## config.mk

```make
export PLATFORM = sky130hd
export DESIGN_NAME = mul16_seq
export DESIGN_NICKNAME = d
export VERILOG_FILES = /design/src/rtl/mul16_pkg.sv /design/src/rtl/add16.sv /design/src/rtl/mul16_seq.sv
export SDC_FILE = /design/constraint.sdc
export NUM_CORES = 1
export LEC_CHECK = 0
export CORE_MARGIN = 1.5
export CORE_UTILIZATION = 55
export CTS_CLUSTER_SIZE = 14
export DETAILED_ROUTE_END_ITERATION = 12
export GPL_TIMING_DRIVEN = 0
export PLACE_DENSITY = 0.88
export SKIP_CTS_REPAIR_TIMING = 1
export SLEW_MARGIN = 10
export SYNTH_ARGS = -nofsm -noshare
export SYNTH_HDL_FRONTEND = slang
export SYNTH_SLANG_ARGS = --single-unit
```

## constraint.sdc

```tcl
create_clock -name clk -period 6.96 [get_ports clk]
set_clock_uncertainty 0.05 [all_clocks]
set_input_delay 0.696 -clock clk [delete_from_list [all_inputs] [get_ports clk]]
set_output_delay 0.696 -clock clk [all_outputs]
set_load 0.03 [all_outputs]
```

## src/rtl/mul16_pkg.sv

```systemverilog
// Shared types and constants for the sequential 16-bit shift-add multiplier.
package mul16_pkg;

  localparam int WIDTH   = 16;
  localparam int COUNT_W = 4;

  typedef enum logic [1:0] {
    IDLE = 2'd0,
    RUN  = 2'd1,
    DONE = 2'd2
  } state_e;

endpackage

```

## src/rtl/add16.sv

```systemverilog
// Plain 16-bit wrapping adder; the carry out is dropped on purpose.
module add16 (
  input  logic [15:0] a,
  input  logic [15:0] b,
  output logic [15:0] sum
);

  assign sum = a + b;

endmodule

```

## src/rtl/mul16_seq.sv

```systemverilog
// Sequential shift-add multiplier returning the low 16 bits of a*b.
// Define MUL16_EARLY_EXIT_EN to end RUN as soon as the remaining multiplier is zero.
module mul16_seq #(
  parameter int WIDTH = 16
) (
  input  logic             clk,
  input  logic             rst,
  input  logic [WIDTH-1:0] a,
  input  logic [WIDTH-1:0] b,
  input  logic             in_valid,
  output logic             in_ready,
  output logic [WIDTH-1:0] product,
  output logic             out_valid,
  input  logic             out_ready
);
  import mul16_pkg::*;

  state_e             state_q, state_d;
  logic [WIDTH-1:0]   mcand_q, mcand_d;
  logic [WIDTH-1:0]   mplier_q, mplier_d;
  logic [WIDTH-1:0]   acc_q, acc_d;
  logic [WIDTH-1:0]   product_q, product_d;
  logic [COUNT_W-1:0] count_q, count_d;
  logic [WIDTH-1:0]   addend;
  logic [WIDTH-1:0]   sum;
  logic               last_step;

  // A zero addend when the multiplier bit is clear lets the adder run every step.
  assign addend = mplier_q[0] ? mcand_q : '0;

  add16 u_add (
    .a   (acc_q),
    .b   (addend),
    .sum (sum)
  );

  always_comb begin
    state_d   = state_q;
    mcand_d   = mcand_q;
    mplier_d  = mplier_q;
    acc_d     = acc_q;
    product_d = product_q;
    count_d   = count_q;
    last_step = 1'b0;

    case (state_q)
      IDLE: begin
        if (in_valid) begin
          mcand_d  = a;
          mplier_d = b;
          acc_d    = '0;
          count_d  = '0;
          state_d  = RUN;
        end
      end
      RUN: begin
        acc_d    = sum;
        mcand_d  = mcand_q << 1;
        mplier_d = mplier_q >> 1;
        count_d  = count_q + COUNT_W'(1);
        last_step = (count_q == {COUNT_W{1'b1}});
`ifdef MUL16_EARLY_EXIT_EN
        if (mplier_d == '0) begin
          last_step = 1'b1;
        end
`else
`endif
        if (last_step) begin
          product_d = sum;
          state_d   = DONE;
        end
      end
      DONE: begin
        if (out_ready) begin
          state_d = IDLE;
        end
      end
      default: begin
        state_d = IDLE;
      end
    endcase
  end

  always_ff @(posedge clk) begin
    if (rst) begin
      state_q   <= IDLE;
      mcand_q   <= '0;
      mplier_q  <= '0;
      acc_q     <= '0;
      product_q <= '0;
      count_q   <= '0;
    end else begin
      state_q   <= state_d;
      mcand_q   <= mcand_d;
      mplier_q  <= mplier_d;
      acc_q     <= acc_d;
      product_q <= product_d;
      count_q   <= count_d;
    end
  end

  assign in_ready  = (state_q == IDLE);
  assign out_valid = (state_q == DONE);
  assign product   = product_q;

endmodule

```

# ---- Yosys cells after proc, flatten, opt, wreduce, memory -nomap -nowiden
# Cells that the tools add are included.
dict set report op_classes {
  n_addsub 2
  n_eq_ne 6
  muxes 13
  n_reduce_logical 5
}
# cell count
set ops {}
lappend ops {{case mux 16 bit (2 select lines)} 3}
lappend ops {{2-to-1 mux 16 bit} 4}
lappend ops {{adder 16 bit} 1}
lappend ops {{case mux 4 bit (2 select lines)} 1}
lappend ops {{2-to-1 mux 2 bit} 3}
lappend ops {{case mux 2 bit (3 select lines)} 1}
lappend ops {{adder 4 x 1 -> 4 bit (second input constant)} 1}
lappend ops {{equality test 4 bit (second input constant)} 1}
lappend ops {{2-to-1 mux 4 bit} 1}
lappend ops {{!= test 2 bit (second input constant)} 2}
lappend ops {{AND reduction 2 bit} 2}
lappend ops {{AND reduction 3 bit} 1}
lappend ops {{equality test 2 x 1 -> 1 bit (second input constant)} 1}
lappend ops {{equality test 2 bit (second input constant)} 1}
lappend ops {{logical NOT 2 bit} 1}
lappend ops {{!= test 2 x 1 -> 1 bit (second input constant)} 1}
lappend ops {{nonzero test 2 bit} 1}
dict set report totals {
  register_bits 70
  inputBits 36
  elab_cells 32
}

# ---- Longest topological paths before layout
# Gate-level depths: netlist of the first run.
dict set report logic_depth {
  ltp_word 3
  ltp_mapped 10
  ltp_nobuf 9
}

# ---- Cells and area by module
# From an unflattened synthesis of the first run, not the netlist that was laid out.
dict set report unflattened {
  cells_unflattened 451
  hier_area_um2 3941.3
}
# mod n_inst cells_each area_per_inst_um2 seq_area_each_um2
set modules_own_cells {}
lappend modules_own_cells {mul16_seq 1 344 3088.0 1401.3}
lappend modules_own_cells {add16 1 107 853.3 0.0}

# ---- Worst setup path after synthesis of the first run
# Ideal clock, no wire load.
dict set report synth_timing {
  path_kind {register to register}
  from {register mplier_q[0]}
  to {register product_q[14] (netlist: product[14])}
  arrival_ps 2329
  required_ps 6772
  slack_ps 4443
  stages_incl_launch_ff 11
  path_buffers 1
  period_less_slack_ps 2517
  cell_sequence {dfxtp_1 -> clkbuf_1 -> and2_1 -> ha_1 -> fa_1 -> a21o_1 -> a221oi_2 -> o31ai_4 -> o22ai_2 -> xor2_1 -> a211oi_1}
}
dict set report synth_between {
  elab_chain_cells 2
}
# element line_no
set synth_lines {}
lappend synth_lines {{start, declared} mul16_seq.sv:20} ;# logic [WIDTH-1:0] mplier_q, mplier_d;
lappend synth_lines {{start signal, assigned} mul16_seq.sv:95} ;# mplier_q <= mplier_d;
lappend synth_lines {{2-to-1 mux 16 bit} mul16_seq.sv:29} ;# assign addend = mplier_q[0] ? mcand_q : '0;
lappend synth_lines {{adder 16 bit} add16.sv:8} ;# assign sum = a + b;
lappend synth_lines {{end signal, assigned} mul16_seq.sv:97} ;# product_q <= product_d;
lappend synth_lines {{end, declared} mul16_seq.sv:22} ;# logic [WIDTH-1:0] product_q, product_d;
# Every way passes these cells.
# A chain may end at the register's enable or synchronous reset.

# ---- Worst setup path in the final report of the first run
dict set report layout_timing {
  from {register state_q[1]}
  to {output in_ready}
}
dict set report layout_between {
  elab_chain_cells 1
}
# element line_no
set layout_lines {}
lappend layout_lines {{start, declared} mul16_seq.sv:18} ;# state_e state_q, state_d;
lappend layout_lines {{start signal, assigned} mul16_seq.sv:93} ;# state_q <= state_d;
lappend layout_lines {{logical NOT 2 bit} mul16_seq.sv:102} ;# assign in_ready = (state_q == IDLE);
lappend layout_lines {{end, declared} mul16_seq.sv:11} ;# output logic in_ready,
# Every way passes these cells.

==> summary.md, run 1 <==
| Metric | Value |
|---|---|
| Status | `completed` |
| Remaining max-slew budget at the tightest pin | `55.05%` |
| Syn Nets | `553` |
| Number of placed I/O pins | `54` |
| Worst Slack Setup Final | `3728 ps` |
| Total number of yosys warnings | `0` |
| Number of antenna repair diodes | `0` |
| Clock network latency to the later pin of the worst-skew pair | `360 ps` |
| Placement-stage worst setup slack | `4029 ps` |
| Ranking of synthesized cells by instance count | `sky130_fd_sc_hd__nor2_1 (109), sky130_fd_sc_hd__a21oi_1 (77), sky130_fd_sc_hd__dfxtp_1 (70), sky130_fd_sc_hd__nand2_1 (31), sky130_fd_sc_hd__clkbuf_1 (23)` |
| Final wirelength | `10.98 mm` |
| Average size of a mapped cell | `7.705 sq um` |
| Clock tree from TritonCTS | `built` |
| Minimum period implied by the final worst setup slack | `3232 ps` |
| Net switching share of the total power | `26.73%` |
| Count of state elements after synthesis | `70` |
| Final hold vios | `0` |
| Number of remaining DRC errors | `0` |
| Clock tree sinks | `70` |
| Fraction of synthesized area in multiplexers | `0%` |
| Max-slew violation total from the final report | `0` |
| Vias per cell | `5.923` |
| Wire length per cell after detailed routing | `16.54 microns` |
| Peak fanout along the critical path | `10` |
| Cell with the most instances after synthesis | `sky130_fd_sc_hd__nor2_1` |
| Input/output buffers | `52` |
| Adder-cell share of the synthesized area | `5.716%` |
| P per Cell Area | `199.2 mW/mm^2` |
| Top post-synthesis cells by area | `sky130_fd_sc_hd__dfxtp_1 (36%), sky130_fd_sc_hd__nor2_1 (11%), sky130_fd_sc_hd__a21oi_1 (10%)` |
| Share of synthesized cell area in and, or, nand and nor gates | `21.44%` |
| First-pass iteration count of the detailed router | `5` |
| Detailed router's first-iteration violation count | `309` |
| Clock-pin slew on the worst setup and hold paths | `80 ps` |
| Lkg Pwr | `1.907 nW` |
| Worst slew pin tran | `671.8 ps` |
| Area enclosed by the die boundary | `0.007515 sq mm` |
| Vias in the first global route | `3890` |
| Die Span X | `86.69 microns` |
| Net switching power of the design | `251.2 uW` |
| Final setup violation count | `0` |
| Cell count after synthesis | `500` |
| Total grt overflow | `0` |
| Clock root buffer | `sky130_fd_sc_hd__clkbuf_8` |
| Number of placement rows | `30` |
| Placeable core region | `0.006794 sq mm` |
| Initial Util | `56.70%` |
| Pin count of the biggest net entering global routing | `13` |
| Largest family of logic cells by synthesized area | `compound AO/OA/AOI/OAI gates` |
| Net total in the final layout | `616` |
| Register share of total power | `46.5%` |
| Data arrival time of the worst path | `2490 ps` |
| Unrepaired setup endpoints after global routing | `no` |
| Max-cap violations | `0` |
| Maximum frequency from static timing analysis | `309.4 MHz` |
| Proportion of netlist area held by the largest area contributor | `36.38%` |
| Launching element type of the critical path | `register` |
| Vertical extent of the die | `86.69 microns` |
| Number of buffers created by CTS | `9` |
| Top flip-flop cell by instance count after synthesis | `sky130_fd_sc_hd__dfxtp_1` |
| Worst-case clock buffer depth | `2` |
| Total GRT Usage | `30.29%` |
| Part of the power in combinational logic | `14.0%` |
| Half-perimeter wire length after detailed placement | `7.894 mm` |
| Initial antenna violation count | `0` |
| GPL Wtd Cong | `0.8990` |
| Count of nets left with antenna violations after detail routing | `0` |
| Critical path class | `register to primary output` |
| Share of layout cells above drive strength 1 | `6.866%` |
| Final period util | `46.44%` |
| Setup crit end kind | `primary output` |
| CTS HTree Levels | `3` |
| Xor and xnor fraction of the mapped netlist area | `3.410%` |
| Data required, critical path | `6210 ps` |
| Internal power summed over all cells | `688.5 uW` |
| Number of vias after detailed routing | `3933` |
| Syn Std Cell Area | `0.003852 sq mm` |
| Overall power consumption | `939.7 uW` |
| Worst reg2reg setup slack | `3980 ps` |
| Area leader, netlist | `sky130_fd_sc_hd__dfxtp_1` |
| Number of synthesized flops with an enable pin | `0` |
| First-pass GRT wire length | `17.74 mm` |
| Layout overhead on the synthesized area | `22.44%` |
| Post-synth ARST share | `0%` |
| Hold crit path type | `register to register` |
| Number of distinct standard cells referenced by the synthesized netlist | `39` |
| Post-synthesis sequential area ratio | `36.38%` |
| Area fraction in compound gates after synthesis | `27.90%` |
| Maximum VDD drop | `0.0001324 V` |
| Setup tns final | `0 ps` |
| Relative contribution of the clock network to total power | `39.5%` |
## routing by layer
metal	vias up	GRT usage [%]	wire (microns)	share of wire (%)
met5	-	0	0	0
met4	0	13.05	335	3.1
met3	30	7.048	765	7.0
met2	191	52.98	5356	49
met1	1835	35.35	4524	41
li1	1877	-	-	-
## final timing paths
kind                             startpoint           to  depth (start not counted)
worst max-delay path             state_q[1]     in_ready                          5
worst min-delay path             product[0]   product[0]                          2
worst max register to register  mplier_q[0]  product[14]                         10
worst min register to register   product[0]   product[0]                          2
## sequential cells by signal, indices dropped and copies added (netlist names)
signal / flops
mplier_q: 16
count_q: 4
product: 16
mcand_q: 16
state_q: 2
acc_q: 16
## power by group through the flow
stage	registers, mW	logic, mW	clock network [mW]
after floorplan	0.440	0.0826	0
after global placement	0.444	0.123	0
after detailed placement	0.445	0.127	0
after CTS	0.436	0.128	0.372
after global routing	0.439	0.144	0.391
final	0.437	0.131	0.372
## per-stage QoR
step / std cells / instance area (sq um) / util [%] / hold slack, ps
2_1_floorplan: 500 / 3852 / - / 381.8
4_1_cts: 664 / 4717 / 69.43 / 409.0
3_3_place_gp: 648 / 4493 / 66.13 / 389.5
6_report: 664 / 4717 / 69.43 / 407.2
5_1_grt: 664 / 4717 / 69.43 / 422.6
3_5_place_dp: 648 / 4493 / 66.13 / 398.6
## layout by cell type (no fill, tap or decap), types with 3 or more instances in the layout
cell type / n
sky130_fd_sc_hd__nor2_1: 109
sky130_fd_sc_hd__a21oi_1: 77
sky130_fd_sc_hd__dfxtp_1: 70
sky130_fd_sc_hd__clkdlybuf4s50_1: 52
sky130_fd_sc_hd__nand2_1: 31
sky130_fd_sc_hd__clkbuf_1: 24
sky130_fd_sc_hd__nor2b_1: 20
sky130_fd_sc_hd__inv_1: 17
sky130_fd_sc_hd__and2_1: 16
sky130_fd_sc_hd__o221a_2: 16
sky130_fd_sc_hd__ha_1: 16
sky130_fd_sc_hd__a2111oi_0: 13
sky130_fd_sc_hd__a22oi_1: 11
sky130_fd_sc_hd__clkbuf_8: 10
sky130_fd_sc_hd__buf_1: 9
sky130_fd_sc_hd__o21ai_0: 9
sky130_fd_sc_hd__xnor2_1: 9
sky130_fd_sc_hd__xor2_1: 6
sky130_fd_sc_hd__a22o_1: 6
sky130_fd_sc_hd__a21o_1: 5
sky130_fd_sc_hd__a211oi_1: 5
sky130_fd_sc_hd__nor3_1: 4
sky130_fd_sc_hd__buf_2: 3
sky130_fd_sc_hd__nand2b_1: 3
sky130_fd_sc_hd__clkinvlp_4: 3
## area by class of cell
class	count	area, sq um
repair buffers	52	520.5
clock buffers	11	141.4
clock inverters	5	82.58
well taps	96	120.1
plain buffers	35	135.1
multi-input cells	378	2252
inverters	17	63.81
fillers	543	2077
flip-flops and latches	70	1401
## cell families after synthesis
logic type,after synthesis
adder cells (fa/ha/maj),17
buffers and inverters,52
XOR/XNOR,15
AND/OR/NAND/NOR,189
AO/OA/AOI/OAI,157
flip-flops,70
## worst max-delay path: stages (launching register included)
cell and delay, ps:
sky130_fd_sc_hd__dfxtp_1 370, sky130_fd_sc_hd__buf_2 250, sky130_fd_sc_hd__buf_1 360, sky130_fd_sc_hd__clkbuf_1 450, sky130_fd_sc_hd__nor2_1 90, sky130_fd_sc_hd__clkdlybuf4s50_1 620
(Power assumes the default switching activity.)
==> run 2, diff against run 1 <==
- clock period: 6.96 -> 3.11 ns (I/O delays scaled with it)
==> run 2 against run 1 <==
Effect of this change: total power is 120% higher; first-iteration DRC count is 4.9% lower; non-clock buffer count stayed put; critical path depth is 5 higher; count of clock-buffer cells in the layout stayed put; routed wire length is 0.18% higher; largest power group unchanged.
==> summary.md, run 2 (synthesis gave the netlist of run 1 again) <==
| Metric | Value |
|---|---|
| Worst Slack Setup Final | `199.3 ps (-3528 ps)` |
| Cell count after placement | `648 (unchanged)` |
| Pin count of the biggest net entering global routing | `13 (unchanged)` |
| Vias per cell | `5.992 (+1.2%)` |
| Clock tree sinks | `70 (unchanged)` |
| Launching element type of the critical path | `register` |
| First-pass iteration count of the detailed router | `5 (unchanged)` |
| Final hold vios | `0 (unchanged)` |
| Number of antenna repair diodes | `0 (unchanged)` |
| GPL Wtd Cong | `0.8990 (unchanged)` |
| Placement-stage worst setup slack | `179.3 ps (-3850 ps)` |
| Detailed router's first-iteration violation count | `294 (-4.9%)` |
| Layout overhead on the synthesized area | `22.73%` |
| Wire length per cell after detailed routing | `16.57 microns (+0.18%)` |
| Net total in the final layout | `616 (unchanged)` |
| Status | `completed` |
| Start point of the critical path | `mplier_q[0]` |
| Total GRT Usage | `30.29% (unchanged)` |
| Minimum period implied by the final worst setup slack | `2911 ps` |
| Clock-pin slew on the worst setup and hold paths | `80 ps (about the same)` |
| Number of placed I/O pins | `54 (unchanged)` |
| Final wirelength | `11.00 mm (+0.18%)` |
| Vias in the first global route | `3890 (unchanged)` |
| Remaining max-slew budget at the tightest pin | `53.80% (-1.2 points)` |
| Unrepaired setup endpoints after global routing | `no` |
| CTS HTree Levels | `3 (unchanged)` |
| Maximum frequency from static timing analysis | `343.6 MHz` |
| End of the worst register-to-register path | `product[14]` |
| Data arrival time of the worst path | `3060 ps (+570 ps)` |
| Setup tns final | `0 ps (unchanged)` |
| Wl on met1 | `4.406 mm (-2.6%)` |
| Initial Util | `56.70% (unchanged)` |
| Worst-case clock buffer depth | `2 (unchanged)` |
| Final period util | `93.59%` |
| Peak fanout along the critical path | `10 (unchanged)` |
| Post-route non-filler standard cell count | `664 (unchanged)` |
| Hold crit path type | `register to register` |
| Clock tree from TritonCTS | `built` |
| Number of remaining DRC errors | `0 (unchanged)` |
| Max-slew violation total from the final report | `0 (unchanged)` |
| Master of the slowest instance on the critical path | `sky130_fd_sc_hd__fa_1` |
| CP peak stage delay | `410 ps (-210 ps)` |
| Reg-to-Reg Start | `mplier_q[0]` |
| Worst slew pin tran | `690.5 ps (+18.66 ps)` |
| Overall power consumption | `2.101 mW (+120%)` |
| R2R cell count | `10 (unchanged)` |
| Number of buffers created by CTS | `9 (unchanged)` |
| Half-perimeter wire length after detailed placement | `7.894 mm (unchanged)` |
| Share of layout cells above drive strength 1 | `6.866% (unchanged)` |
| Total grt overflow | `0 (unchanged)` |
| Maximum VDD drop | `0.0002910 V (+120%)` |
| Multi-input logic area | `0.002263 sq mm (+0.50%)` |
| P per Cell Area | `444.4 mW/mm^2 (+120%)` |
| Number of placement rows | `30 (unchanged)` |
| Clock network latency to the later pin of the worst-skew pair | `350 ps (about the same)` |
| Crit path to | `product[14]` |
| Setup crit end kind | `register` |
| Initial antenna violation count | `0 (unchanged)` |
| First-pass GRT wire length | `17.74 mm (unchanged)` |
| Most common library cell in the layout ignoring fill and taps | `sky130_fd_sc_hd__nor2_1` |
| Chain of cells forming the critical path | `clkbuf_1 > and2_1 > ha_1 > fa_1 > a21o_1 > a221oi_4 > o31ai_4 > o22ai_2 > xor2_1 > a211oi_1` |
| Lkg Pwr | `1.906 nW (about the same)` |
| Die Span X | `86.69 microns (unchanged)` |
| Final setup violation count | `0 (unchanged)` |
| Placeable core region | `0.006794 sq mm (unchanged)` |
| Data required, critical path | `3260 ps (-2950 ps)` |
| Max-cap violations | `0 (unchanged)` |
| Tightest hold margin | `408.0 ps (+0.7960 ps)` |
| Critical path class | `register to register` |
| Worst reg2reg setup slack | `200 ps (-3780 ps)` |
| Area enclosed by the die boundary | `0.007515 sq mm (unchanged)` |
| Wire length on met2 | `5.401 mm (+0.84%)` |
| Highest Signal Layer | `met4` |
| Most frequent cells in the layout | `sky130_fd_sc_hd__nor2_1 (109), sky130_fd_sc_hd__a21oi_1 (77), sky130_fd_sc_hd__dfxtp_1 (70), sky130_fd_sc_hd__clkdlybuf4s50_1 (52), sky130_fd_sc_hd__nand2_1 (31)` |
| WL met3 | `851 microns (+11%)` |
| Clock root buffer | `sky130_fd_sc_hd__clkbuf_8` |
| Input/output buffers | `52 (unchanged)` |
| Count of nets left with antenna violations after detail routing | `0 (unchanged)` |
| Vertical extent of the die | `86.69 microns (unchanged)` |
| Sequential cell area | `0.001401 sq mm (unchanged)` |
| Fillers | `541 (-0.37%)` |
| Number of vias after detailed routing | `3979 (+1.2%)` |
-- run 2: cell counts in the layout (fill, tap and decap cells not counted) --
Identical to the previous run, type by type.
-- run 2: through the flow --
stage / utilization, % / area [sq um]
3_5_place_dp: 66.13 / 4493
4_1_cts: 69.43 / 4717
2_1_floorplan: - / 3852
3_3_place_gp: 66.13 / 4493
5_1_grt: 69.59 / 4728
6_report: 69.59 / 4728
-- run 2: worst min path at each step --
stage / from / depth (start not counted) / slack [ps] / end
final: product[0] / 2 / 410 / product[0]
after global routing: product[5] / 2 / 420 / product[5]
after CTS: product[0] / 2 / 410 / product[0]
after detailed placement: product[0] / 2 / 400 / product[0]
after global placement: product[9] / 2 / 390 / product[9]
after floorplan: acc_q[14] / 2 / 380 / acc_q[14]
-- run 2: cell type report --
type | count | area share, %
buffer | 35 | 2.858
clock buffer | 11 | 2.990
clock inverter | 5 | 1.746
inverter | 17 | 1.350
multi-input combinational | 378 | 47.87
sequential | 70 | 29.64
tap | 96 | 2.540
timing repair buffer | 52 | 11.01
-- run 2: where the power goes --
part | total, mW | internal [mW] | switching [mW]
logic | 0.294 | 0.128 | 0.167
registers | 0.978 | 0.940 | 0.0381
clock network | 0.829 | 0.474 | 0.356
total | 2.10 | 1.54 | 0.560
-- run 2: metal layers --
layer  vias up  global-route usage (%)
li1       1875                       -
met5         -                       0
met2       204                   52.98
met4         0                   13.05
met1      1866                   35.35
met3        34                   7.048
-- run 2: worst max-delay path: cells and delay by family, from the launching register on --
family                   cells  cell delay, ps
AO/OA/AOI/OAI                5            1020
adder cells (fa/ha/maj)      2             630
AND/OR/NAND/NOR              1             200
buffers and inverters        1             210
flip-flops                   1             380
XOR/XNOR                     1             270
==> run 3, diff against run 2 <==
- clock period: 3.11 -> 3.5 ns (I/O delays scaled with it)
==> results of run 3 <==
The final DEF is identical to that of run 1. Status: completed.
Among the figures that moved: setup slack after placement 4029 ps -> 569.3 ps; setup slack after layout 3728 ps -> 516.0 ps; start point of the critical path state_q[1] -> mplier_q[0]; end point of the critical path in_ready -> product[14]; register-to-register setup slack 3980 ps -> 520 ps; total power 0.9397 mW -> 1.869 mW; worst IR drop on VDD 0.0001324 V -> 0.0002632 V
